$ cat config.mk
export PLATFORM = sky130hd
export DESIGN_NAME = keypad_scan_fifo
export DESIGN_NICKNAME = d
export VERILOG_FILES = /design/src/rtl/keypad_scan_fifo_pkg.sv /design/src/rtl/keypad_scan_fifo_sync_fifo.sv /design/src/rtl/keypad_scan_fifo.sv
export SDC_FILE = /design/constraint.sdc
export NUM_CORES = 1
export LEC_CHECK = 0
export BUFFER_PORTS_ARGS = -buffer_cell sky130_fd_sc_hd__buf_2
export CORE_ASPECT_RATIO = 0.75
export CORE_MARGIN = 4
export CORE_UTILIZATION = 58
export CTS_BUF_LIST = sky130_fd_sc_hd__clkbuf_8
export CTS_CLUSTER_DIAMETER = 100
export DETAILED_ROUTE_END_ITERATION = 12
export GPL_TIMING_DRIVEN = 0
export PLACE_DENSITY_LB_ADDON = 0.3
export SLEW_MARGIN = 25
export SYNTH_ARGS = -nofsm -noshare
export SYNTH_HDL_FRONTEND = slang
export SYNTH_SLANG_ARGS = --single-unit
$ cat constraint.sdc
create_clock -name clk -period 2.9 [get_ports clk]
set_input_delay 0.435 -clock clk [delete_from_list [all_inputs] [get_ports clk]]
set_output_delay 0.435 -clock clk [all_outputs]
set_load 0.005 [all_outputs]
$ cat src/rtl/keypad_scan_fifo_pkg.sv
`default_nettype none
// ============================================================================
// Module      : keypad_scan_fifo_pkg
// Description : Shared debounce state encoding and key-code width helper.
// Revision    : 1.0
// ============================================================================
package keypad_scan_fifo_pkg;

    typedef enum logic [1:0] {
        ST_RELEASED = 2'd0,
        ST_DEBOUNCE = 2'd1,
        ST_HELD     = 2'd2,
        ST_REPEAT   = 2'd3
    } deb_state_e;

    // One extra bit leaves room for the KEY_NONE code (ROWS*COLS).
    function automatic int key_width(input int n_keys);
        return $clog2(n_keys) + 1;
    endfunction

endpackage
`default_nettype wire

$ cat src/rtl/keypad_scan_fifo_sync_fifo.sv
`default_nettype none
// ============================================================================
// Module      : keypad_scan_fifo_sync_fifo
// Description : Show-ahead synchronous FIFO with registered head and drop-on-full.
// Revision    : 1.0
// ============================================================================
module keypad_scan_fifo_sync_fifo #(
    parameter int WIDTH = 5,
    parameter int DEPTH = 4
) (
    input  logic             clk,
    input  logic             rst,
    input  logic             push,
    input  logic [WIDTH-1:0] din,
    input  logic             pop,
    output logic [WIDTH-1:0] dout,
    output logic             empty,
    output logic             full,
    output logic             overflow
);

    localparam int              AW       = $clog2(DEPTH);
    localparam logic [AW:0]     FULL_CNT = (AW + 1)'(DEPTH);
    localparam logic [AW:0]     ONE_CNT  = (AW + 1)'(1);

    logic [WIDTH-1:0] mem_q [DEPTH];
    logic [AW-1:0]    rd_q, rd_d, wr_q, wr_d, w_rd_next;
    logic [AW:0]      count_q, count_d;
    logic [WIDTH-1:0] dout_q, dout_d;
    logic             w_pop, w_push;

    assign empty    = (count_q == '0);
    assign full     = (count_q == FULL_CNT);
    assign w_pop    = pop && !empty;
    assign w_push   = push && (!full || w_pop);
    assign overflow = push && full && !w_pop;
    assign dout     = dout_q;
    assign w_rd_next = rd_q + AW'(1);

    always_comb begin
        rd_d    = w_pop  ? w_rd_next     : rd_q;
        wr_d    = w_push ? wr_q + AW'(1) : wr_q;
        count_d = count_q;
        unique case ({w_push, w_pop})
            2'b10:   count_d = count_q + ONE_CNT;
            2'b01:   count_d = count_q - ONE_CNT;
            default: count_d = count_q;
        endcase
        // Head register follows the next entry so key_code is stable and keeps its last value when empty.
        dout_d = dout_q;
        if (w_pop) begin
            if (count_q > ONE_CNT) begin
                dout_d = mem_q[w_rd_next];
            end else if (w_push) begin
                dout_d = din;
            end
        end else if (empty && w_push) begin
            dout_d = din;
        end
    end

    always_ff @(posedge clk) begin
        if (rst) begin
            rd_q    <= '0;
            wr_q    <= '0;
            count_q <= '0;
            dout_q  <= '0;
        end else begin
            rd_q    <= rd_d;
            wr_q    <= wr_d;
            count_q <= count_d;
            dout_q  <= dout_d;
        end
    end

    always_ff @(posedge clk) begin
        if (w_push) begin
            mem_q[wr_q] <= din;
        end
    end

endmodule
`default_nettype wire

$ cat src/rtl/keypad_scan_fifo.sv
`default_nettype none
// ============================================================================
// Module      : keypad_scan_fifo
// Description : Matrix keypad scanner with frame debounce, auto-repeat and event FIFO.
// Revision    : 1.0
// ============================================================================
module keypad_scan_fifo
    import keypad_scan_fifo_pkg::*;
#(
    parameter int  ROWS           = 4,
    parameter int  COLS           = 4,
    parameter int  SCAN_DIV       = 50000,
    parameter int  DEBOUNCE_SCANS = 4,
    parameter int  FIFO_DEPTH     = 4,
    parameter int  REPEAT_EN      = 1,
    parameter int  REPEAT_DELAY   = 50,
    parameter int  REPEAT_RATE    = 10,
    localparam int KW             = key_width(ROWS * COLS)
) (
    input  logic            clk,
    input  logic            rst,
    input  logic [COLS-1:0] columna,
    output logic [ROWS-1:0] fila,
    output logic [KW-1:0]   key_code,
    output logic            key_valid,
    input  logic            key_ready,
    output logic            key_pressed,
    output logic            fifo_full,
    output logic            overflow
);

    localparam int RW       = $clog2(ROWS);
    localparam int DW       = $clog2(SCAN_DIV);
    localparam int CW       = $clog2(DEBOUNCE_SCANS + 1);
    localparam int HOLD_MAX = (REPEAT_DELAY > REPEAT_RATE) ? REPEAT_DELAY : REPEAT_RATE;
    localparam int HW       = $clog2(HOLD_MAX + 1);

    localparam logic [KW-1:0] KEY_NONE   = KW'(ROWS * COLS);
    localparam logic [DW-1:0] DWELL_LAST = DW'(SCAN_DIV - 1);
    localparam logic [RW-1:0] ROW_LAST   = RW'(ROWS - 1);
    localparam logic [CW-1:0] DEB_LIM    = CW'(DEBOUNCE_SCANS);
    localparam logic [HW-1:0] DELAY_LIM  = HW'(REPEAT_DELAY);
    localparam logic [HW-1:0] RATE_LIM   = HW'(REPEAT_RATE);

    logic [1:0][COLS-1:0] sync_q, sync_d;
    logic [DW-1:0]        dwell_q, dwell_d;
    logic [RW-1:0]        row_q, row_d;
    logic [ROWS-1:0]      fila_q, fila_d;
    logic [KW-1:0]        acc_q, acc_d, result_q, result_d;
    logic                 frame_done_q, frame_done_d;

    deb_state_e           state_q, state_d;
    logic [KW-1:0]        cand_q, cand_d, stable_q, stable_d;
    logic [CW-1:0]        cnt_q, cnt_d;
    logic [HW-1:0]        hold_q, hold_d;
    logic                 pressed_q, pressed_d;

    logic                 w_row_hit;
    logic [KW-1:0]        w_row_code, w_sample;
    logic                 w_accept, w_push, w_pop, w_empty;
    logic [KW-1:0]        w_accept_code, w_push_code;
    logic [CW-1:0]        w_cnt_inc;
    logic [HW-1:0]        w_hold_inc, w_hold_lim;

    assign fila        = fila_q;
    assign key_pressed = pressed_q;
    assign key_valid   = !w_empty;
    assign w_pop       = key_valid && key_ready;

    // Synchroniser, row scanning and per-frame lowest-code accumulation.
    always_comb begin
        sync_d[0] = columna;
        sync_d[1] = sync_q[0];

        w_row_hit  = 1'b0;
        w_row_code = KEY_NONE;
        for (int c = COLS - 1; c >= 0; c--) begin
            if (!sync_q[1][c]) begin
                w_row_hit  = 1'b1;
                w_row_code = KW'(int'(row_q) * COLS + c);
            end
        end
        w_sample = (acc_q == KEY_NONE && w_row_hit) ? w_row_code : acc_q;

        dwell_d      = dwell_q + DW'(1);
        row_d        = row_q;
        fila_d       = fila_q;
        acc_d        = acc_q;
        result_d     = result_q;
        frame_done_d = 1'b0;
        if (dwell_q == DWELL_LAST) begin
            dwell_d = '0;
            if (row_q == ROW_LAST) begin
                row_d        = '0;
                result_d     = w_sample;
                frame_done_d = 1'b1;
                acc_d        = KEY_NONE;
            end else begin
                row_d = row_q + RW'(1);
                acc_d = w_sample;
            end
            fila_d = ~(ROWS'(1) << row_d);
        end
    end

    // Debounce / repeat decision, taken once per frame on frame_done.
    always_comb begin
        state_d       = state_q;
        cand_d        = cand_q;
        stable_d      = stable_q;
        cnt_d         = cnt_q;
        hold_d        = hold_q;
        pressed_d     = pressed_q;
        w_accept      = 1'b0;
        w_accept_code = cand_q;
        w_push        = 1'b0;
        w_push_code   = stable_q;
        w_cnt_inc     = cnt_q + CW'(1);
        w_hold_inc    = hold_q + HW'(1);
        w_hold_lim    = (state_q == ST_HELD) ? DELAY_LIM : RATE_LIM;

        if (frame_done_q) begin
            unique case (state_q)
                ST_RELEASED: begin
                    if (result_q != KEY_NONE) begin
                        state_d       = ST_DEBOUNCE;
                        cand_d        = result_q;
                        cnt_d         = CW'(1);
                        w_accept      = (DEB_LIM == CW'(1));
                        w_accept_code = result_q;
                    end
                end
                ST_DEBOUNCE: begin
                    if (result_q == cand_q) begin
                        cnt_d    = w_cnt_inc;
                        w_accept = (w_cnt_inc == DEB_LIM);
                    end else if (result_q == KEY_NONE && !pressed_q) begin
                        state_d = ST_RELEASED;
                    end else begin
                        cand_d        = result_q;
                        cnt_d         = CW'(1);
                        w_accept      = (DEB_LIM == CW'(1));
                        w_accept_code = result_q;
                    end
                end
                ST_HELD, ST_REPEAT: begin
                    if (result_q == stable_q) begin
                        if (REPEAT_EN != 0) begin
                            if (w_hold_inc == w_hold_lim) begin
                                w_push  = 1'b1;
                                hold_d  = '0;
                                state_d = ST_REPEAT;
                            end else begin
                                hold_d = w_hold_inc;
                            end
                        end
                    end else begin
                        // A release is debounced like any other change; key_pressed holds meanwhile.
                        state_d       = ST_DEBOUNCE;
                        cand_d        = result_q;
                        cnt_d         = CW'(1);
                        w_accept      = (DEB_LIM == CW'(1));
                        w_accept_code = result_q;
                    end
                end
            endcase

            if (w_accept) begin
                if (w_accept_code == KEY_NONE) begin
                    state_d   = ST_RELEASED;
                    pressed_d = 1'b0;
                end else begin
                    state_d     = ST_HELD;
                    stable_d    = w_accept_code;
                    hold_d      = '0;
                    pressed_d   = 1'b1;
                    w_push      = 1'b1;
                    w_push_code = w_accept_code;
                end
            end
        end
    end

    always_ff @(posedge clk) begin
        if (rst) begin
            sync_q       <= '1;
            dwell_q      <= '0;
            row_q        <= '0;
            fila_q       <= ~(ROWS'(1));
            acc_q        <= KEY_NONE;
            result_q     <= KEY_NONE;
            frame_done_q <= 1'b0;
            state_q      <= ST_RELEASED;
            cand_q       <= KEY_NONE;
            stable_q     <= KEY_NONE;
            cnt_q        <= '0;
            hold_q       <= '0;
            pressed_q    <= 1'b0;
        end else begin
            sync_q       <= sync_d;
            dwell_q      <= dwell_d;
            row_q        <= row_d;
            fila_q       <= fila_d;
            acc_q        <= acc_d;
            result_q     <= result_d;
            frame_done_q <= frame_done_d;
            state_q      <= state_d;
            cand_q       <= cand_d;
            stable_q     <= stable_d;
            cnt_q        <= cnt_d;
            hold_q       <= hold_d;
            pressed_q    <= pressed_d;
        end
    end

    keypad_scan_fifo_sync_fifo #(
        .WIDTH (KW),
        .DEPTH (FIFO_DEPTH)
    ) u_fifo (
        .clk      (clk),
        .rst      (rst),
        .push     (w_push),
        .din      (w_push_code),
        .pop      (w_pop),
        .dout     (key_code),
        .empty    (w_empty),
        .full     (fifo_full),
        .overflow (overflow)
    );

endmodule
`default_nettype wire

## Yosys cells after proc, flatten, opt, wreduce, memory -nomap -nowiden

Memory sizes are Yosys's and may differ from the RTL's.
Cells that the tools add are included.

- Memories: 1
- Bits in writable memories: 20
- Input port bits: 7
- Word-level logic and storage cells: 142
- Output and inout bits: 13
- Register bits after elaboration: 75

- Bitwise operators: 2
- Equal/unequal tests: 24
- Shifts and indexed selects: 1
- Reductions and logical operators: 26
- Add/subtract/negate cells: 11
- Order comparisons: 1
- Multiplexer cells: 58

Memories:

| name | depth | width | rd ports | clocked after Yosys merged registers in | write ports | line | RTL |
|---|---|---|---|---|---|---|---|
| u_fifo.mem_q | 4 | 5 | 1 | 0 | 1 | keypad_scan_fifo_sync_fifo.sv:26 | `logic [WIDTH-1:0] mem_q [DEPTH];` |

Operators by type and width:

| cell | number |
|---|---|
| $mux W5 | 18 |
| $mux W6 | 6 |
| $mux W2 | 9 |
| $add A16 B1 Y16 const B | 1 |
| $eq A16 B16 Y1 const B | 1 |
| $mux W1 | 16 |
| $eq A5 B5 Y1 const B | 3 |
| $ne A3 B3 Y1 const B | 5 |
| $pmux W5 S3 | 1 |
| $mux W3 | 4 |
| $add A4 B2 Y5 const B | 2 |
| $eq A5 B5 Y1 | 2 |
| $pmux W3 S3 | 1 |
| $eq A2 B2 Y1 const B | 4 |
| $logic_and A1 B1 Y1 | 8 |
| $add A2 B1 Y2 const B | 3 |
| $add A3 B1 Y3 const B | 2 |
| $add A6 B1 Y6 const B | 1 |
| $eq A3 B3 Y1 const B | 2 |
| $eq A6 B6 Y1 | 1 |
| $pmux W2 S3 | 1 |
| $pmux W3 S2 | 1 |
| $reduce_and A2 Y1 | 3 |
| $reduce_or A2 Y1 | 3 |
| other kinds (19) | 25 |

## Depth between registers and ports, before layout

- Word-level depth: 14
- Depth in mapped cells: 13
- Mapped depth without buffers: 12

## Hierarchy

Synthesis repeated with hierarchy kept, for this count alone.

- Cells, all modules: 456
- Area, all modules: 4481.8 um2

By module, submodules not included:

| module | seq. area each (um2) | times used | cells each | area an instance (um2) |
|---|---|---|---|---|
| keypad_scan_fifo | 1261.2 | 1 | 350 | 2999.1 |
| keypad_scan_fifo_sync_fifo | 840.8 | 1 | 106 | 1482.7 |

## Worst setup path before layout

Ideal clock, no wire load.

- Path type: register to register
- Start point: reg result_q[0]
- End point: reg u_fifo.count_q[2]
- Setup time: 70 ps
- Path buffers: 2
- Stages on the path, launching flop included: 13
- Data arrival time: 2829 ps
- Data required time: 2830 ps
- Clock period less this slack: 2900 ps
- Slack: 0 ps
- Cell sequence: dfxtp_1 > buf_2 > xor2_1 > or3_1 > buf_2 > o22a_1 > o211ai_2 > o41ai_4 > a21boi_2 > inv_1 > ha_1 > or3_1 > a21oi_1

- Word-level cells in the longest chain between the ends: 13
- Elaborated cells on any way between the ends: 25
- Those cells by class: 7 x eq/ne; 15 x mux; 3 x reduce/logical

RTL lines:

| item | line | RTL |
|---|---|---|
| start: declaration | keypad_scan_fifo.sv:49 | `logic [KW-1:0] acc_q, acc_d, result_q, result_d;` |
| start signal: assignment | keypad_scan_fifo.sv:205 | `result_q <= result_d;` |
| $eq A5 B5 Y1 | keypad_scan_fifo.sv:137 | `end else if (result_q == KEY_NONE && !pressed_q) begin` |
| $logic_and A1 B1 Y1 | keypad_scan_fifo.sv:137 |  |
| $mux W5 (2 in series) | n/a |  |
| $pmux W5 S3 | keypad_scan_fifo.sv:123 | `unique case (state_q)` |
| $mux W5 | keypad_scan_fifo.sv:122 | `if (frame_done_q) begin` |
| $eq A5 B5 Y1 | keypad_scan_fifo.sv:169 | `if (w_accept_code == KEY_NONE) begin` |
| $mux W1 | keypad_scan_fifo.sv:169 |  |
| $mux W1 (*) | keypad_scan_fifo.sv:168 | `if (w_accept) begin` |
| $mux W1 (*) | keypad_scan_fifo.sv:122 |  |
| $logic_and A1 B1 Y1 (*) | keypad_scan_fifo_sync_fifo.sv:35 | `assign w_push = push && (!full \|\| w_pop);` |
| $eq A2 B1 Y1 / $eq A2 B2 Y1 (equally long branches) | keypad_scan_fifo_sync_fifo.sv:44 | `unique case ({w_push, w_pop})` |
| $pmux W3 S2 / $reduce_bool A2 Y1 (equally long branches) | n/a |  |
| end signal: assignment | keypad_scan_fifo_sync_fifo.sv:71 | `count_q <= count_d;` |
| end: declaration | keypad_scan_fifo_sync_fifo.sv:28 | `logic [AW:0] count_q, count_d;` |

Every way passes the cells marked *; elsewhere a longest branch is shown, timed or not. The select of a mux whose other input is x is not followed.
A chain may end at the register's enable or synchronous reset.

## Final worst setup path

- Start point: reg result_q[0]
- End point: out overflow

- Word-level cells in the longest chain between the ends: 12
- Elaborated cells on any way between the ends: 22
- Those cells by class: 5 x eq/ne; 14 x mux; 3 x reduce/logical

RTL lines:

| item | line | RTL |
|---|---|---|
| $eq A5 B5 Y1 | keypad_scan_fifo.sv:137 |  |
| $logic_and A1 B1 Y1 | keypad_scan_fifo.sv:137 |  |
| $mux W5 (2 in series) | n/a |  |
| $pmux W5 S3 | keypad_scan_fifo.sv:123 |  |
| $mux W5 | keypad_scan_fifo.sv:122 |  |
| $eq A5 B5 Y1 | keypad_scan_fifo.sv:169 |  |
| $mux W1 | keypad_scan_fifo.sv:169 |  |
| $mux W1 (*) | keypad_scan_fifo.sv:168 |  |
| $mux W1 (*) | keypad_scan_fifo.sv:122 |  |
| $logic_and A1 B1 Y1 (*) (2 in series) | keypad_scan_fifo_sync_fifo.sv:36 | `assign overflow = push && full && !w_pop;` |
| end: declaration | keypad_scan_fifo.sv:29 | `output logic overflow` |

Marked as above.

==> reports/summary.txt <==
DR pass1 iterations: 5
Worst-Margin Slew: 0.672 ns
fmax: 0.342 GHz
Final Slew Violations: 0
diode count: 0
crit share post-route: 1.01
Root Buffer: clkbuf_8
Num CTS Buffers: 9
post-synthesis sequential area ratio: 0.457
share of cells above drive strength 1: 0.209
worst vdd ir: 0.000321 V
Power per Cell Area: 442 mW/mm2
Post-Synthesis Cell Area: 0.00460 mm2
core area: 0.00753 mm2
Clk Latency, worst-skew pair: 0.37 ns
RSZ-0062 raised after global routing: yes
DR vias/cell: 5.84
post-route ant nets: 0
final hold vios: 0
Hold WS: 0.241 ns
H-tree levels: 3
Setup Crit Path Kind: flop to output pin
CTS tree: done
CTS Hold Bufs: 0
Clk pin slew, worst setup/hold paths: 0.11 ns
Clock Path Buffers: 2
Placed Cells incl. Taps: 605
Post-Synthesis Cells: 485
# clock sinks: 95
nature of the critical path startpoint: flop
Detailed Route WL: 10400 um
reg2reg end: u_fifo.count_q[2]
I/O Pins: 20
# DRC: 0
WL/cell: 16.3 um
initial antenna violation count: 0
run status: complete, but fails checks
Die Area: 0.00944 mm2
Post-synth top cells: dfxtp_1 (75), nor2_1 (60), nand2_1 (25), a21oi_1 (24), inv_1 (23)
static leakage: 0.00213 uW
Max-slew headroom: 0.552
end of the worst hold path: sync_d[4]
R2R depth: 13
Setup Skew: 0.0164 ns
final net count: 557
Area growth syn-to-layout: 16.0%
initial DRC count: 302
Hold Path Class: input port to flop
vias in the first global route: 3367
worst hold path depth: 2
number of flops mapped to enable cells by yosys: 20
worst-path fanout max: 6
pre-CTS WS: -0.399 ns
R2R Setup Slk: -0.01 ns
min-delay src: columna[0]
async set or reset register ratio after synthesis: 0
non-filler cells in the finished layout: 637
Die X: 111 um
Synth area leader: dfxtp_1
Synth cell types: 58
CP endpoint kind: output pin
die height: 85.2 um
buffers added on ports: 19
Initial Util: 0.611
Critical Path AT: 2.49 ns
pin count of the biggest net entering global routing: 19
Syn Area/Cell: 9.49 um2
via count: 3722
Worst Path Required: 2.47 ns
top-area cell type share of the netlist area: 0.326
total global routing overflow: 0
detailed placer's ending HPWL: 7110 um
final setup fails: 2
failing checks: setup timing
Post-synth top flop: dfxtp_1
most frequent cell after synthesis: dfxtp_1
most area-consuming cells after synthesis: dfxtp_1 (33%), edfxtp_1 (13%), ha_1 (5.2%)
first-pass GRT wire length: 16600 um
max-cap viol count: 0
Final Worst Setup Slack: -0.0215 ns
Synth warnings: 0
RD Place Congestion: 0.967
crit path time final: 2.92 ns
FF-to-FF Start: result_q[0]
gr usage total: 0.217
Post-Syn Nets: 511
Yosys reg bits: 95
Placement Rows: 27
==> cell usage in the layout (no fill, tap or decap), types with 5 or more instances in the layout <==
master,Yosys,layout
nor4_1,5,5
ha_1,19,18
a211oi_1,5,5
dfxtp_1,75,68
nand2b_1,12,11
or2_2,11,11
mux2i_1,8,8
mux4_2,5,5
buf_4,0,17
and3_1,7,7
nor2b_1,12,12
nor2_1,60,59
nand3_1,18,17
clkbuf_8,0,9
clkbuf_1,14,14
nand2_1,25,23
xor2_1,13,11
a21oi_1,24,22
nand4_1,5,5
and2_1,9,6
dfxtp_4,0,5
edfxtp_1,20,20
nor3_1,11,10
or3_1,6,6
o22ai_1,10,9
inv_1,23,24
buf_2,6,19
a21o_1,5,5
o21ai_0,12,12
xnor2_1,17,14
==> cell families after synthesis <==
family	share of synthesized area
AOI/OAI and AO/OA	0.136
DFF	0.457
xor gates and xnor gates	0.0571
muxes	0.0443
and+or+nand+nor	0.217
buffers and inverters	0.0378
adders and majority gates	0.0516
==> area by class of cell <==
cell class / count / area [um2]
sequential: 95 / 2120
timing repair buffer: 38 / 245
buffer: 18 / 87.6
clock inverter: 7 / 55.1
fill: 536 / 2200
tap: 101 / 126
multi-input combinational: 346 / 2490
inverter: 23 / 86.3
clock buffer: 9 / 124
==> flip-flops by register name, indices dropped and copies added, names as in the netlist, 3 cells and up <==
register	cells
u_fifo.count_q	3
sync_d	4
cnt_q	3
u_fifo.dout	5
cand_q	5
sync_q	4
dwell_q	16
acc_q	5
u_fifo.mem_q	20
result_q	5
hold_q	6
stable_q	5
fila	4
==> critical path: stages, from the launching register on <==
cell and delay [ns]:
dfxtp_4 0.39, xor2_4 0.20, or3_1 0.33, buf_6 0.14, o221ai_2 0.16, o211ai_2 0.18
o41ai_4 0.34, and2_4 0.22, nor2_1 0.04, buf_2 0.12
==> power breakdown <==
group          total, uW  leakage [uW]  internal [uW]  switching (uW)
clock network        826     0.0000981            326             500
registers           1370      0.000820           1360            14.0
logic                164       0.00121           68.7            94.8
total               2360       0.00213           1750             609
==> per-stage QoR <==
| step | utilization | instance area, um2 | total power, uW | setup TNS, ns |
|---|---|---|---|---|
| floorplan | - | 4600 | 1520 | 0 |
| global placement | 0.640 | 4820 | 1550 | -0.557 |
| detailed placement | 0.640 | 4820 | 1560 | -1.55 |
| CTS | 0.686 | 5170 | 2360 | -0.0689 |
| global route | 0.709 | 5340 | 2450 | -0.222 |
| finish | 0.709 | 5340 | 2360 | -0.0275 |
==> what timing repair did <==
| action | in CTS | in global routing |
|---|---|---|
| cloned | 0 | 0 |
| pin swaps | 9 | 8 |
| buffers inserted | 11 | 8 |
| gates resized for setup | 24 | 24 |
| endpoints found under the setup margin | 24 | 24 |
==> per-layer routing <==
metal	vias to the layer above	share of wire	global-route usage
met5	-	0	0
met4	0	0.019	0.0559
met3	25	0.080	0.0478
met2	162	0.44	0.336
met1	1728	0.46	0.310
li1	1807	-	-
==> how the worst max path moves through the flow <==
stage                     start                 to  slack (ns)
floorplan           result_q[0]  u_fifo.count_q[2]      0.0003
global placement    result_q[1]  u_fifo.count_q[2]       -0.33
detailed placement  result_q[1]  u_fifo.count_q[2]       -0.40
CTS                   cand_q[3]           overflow       -0.07
global route        result_q[4]  u_fifo.count_q[2]       -0.11
finish              result_q[0]           overflow       -0.02
No activity file was read; power rests on OpenSTA's default activity.
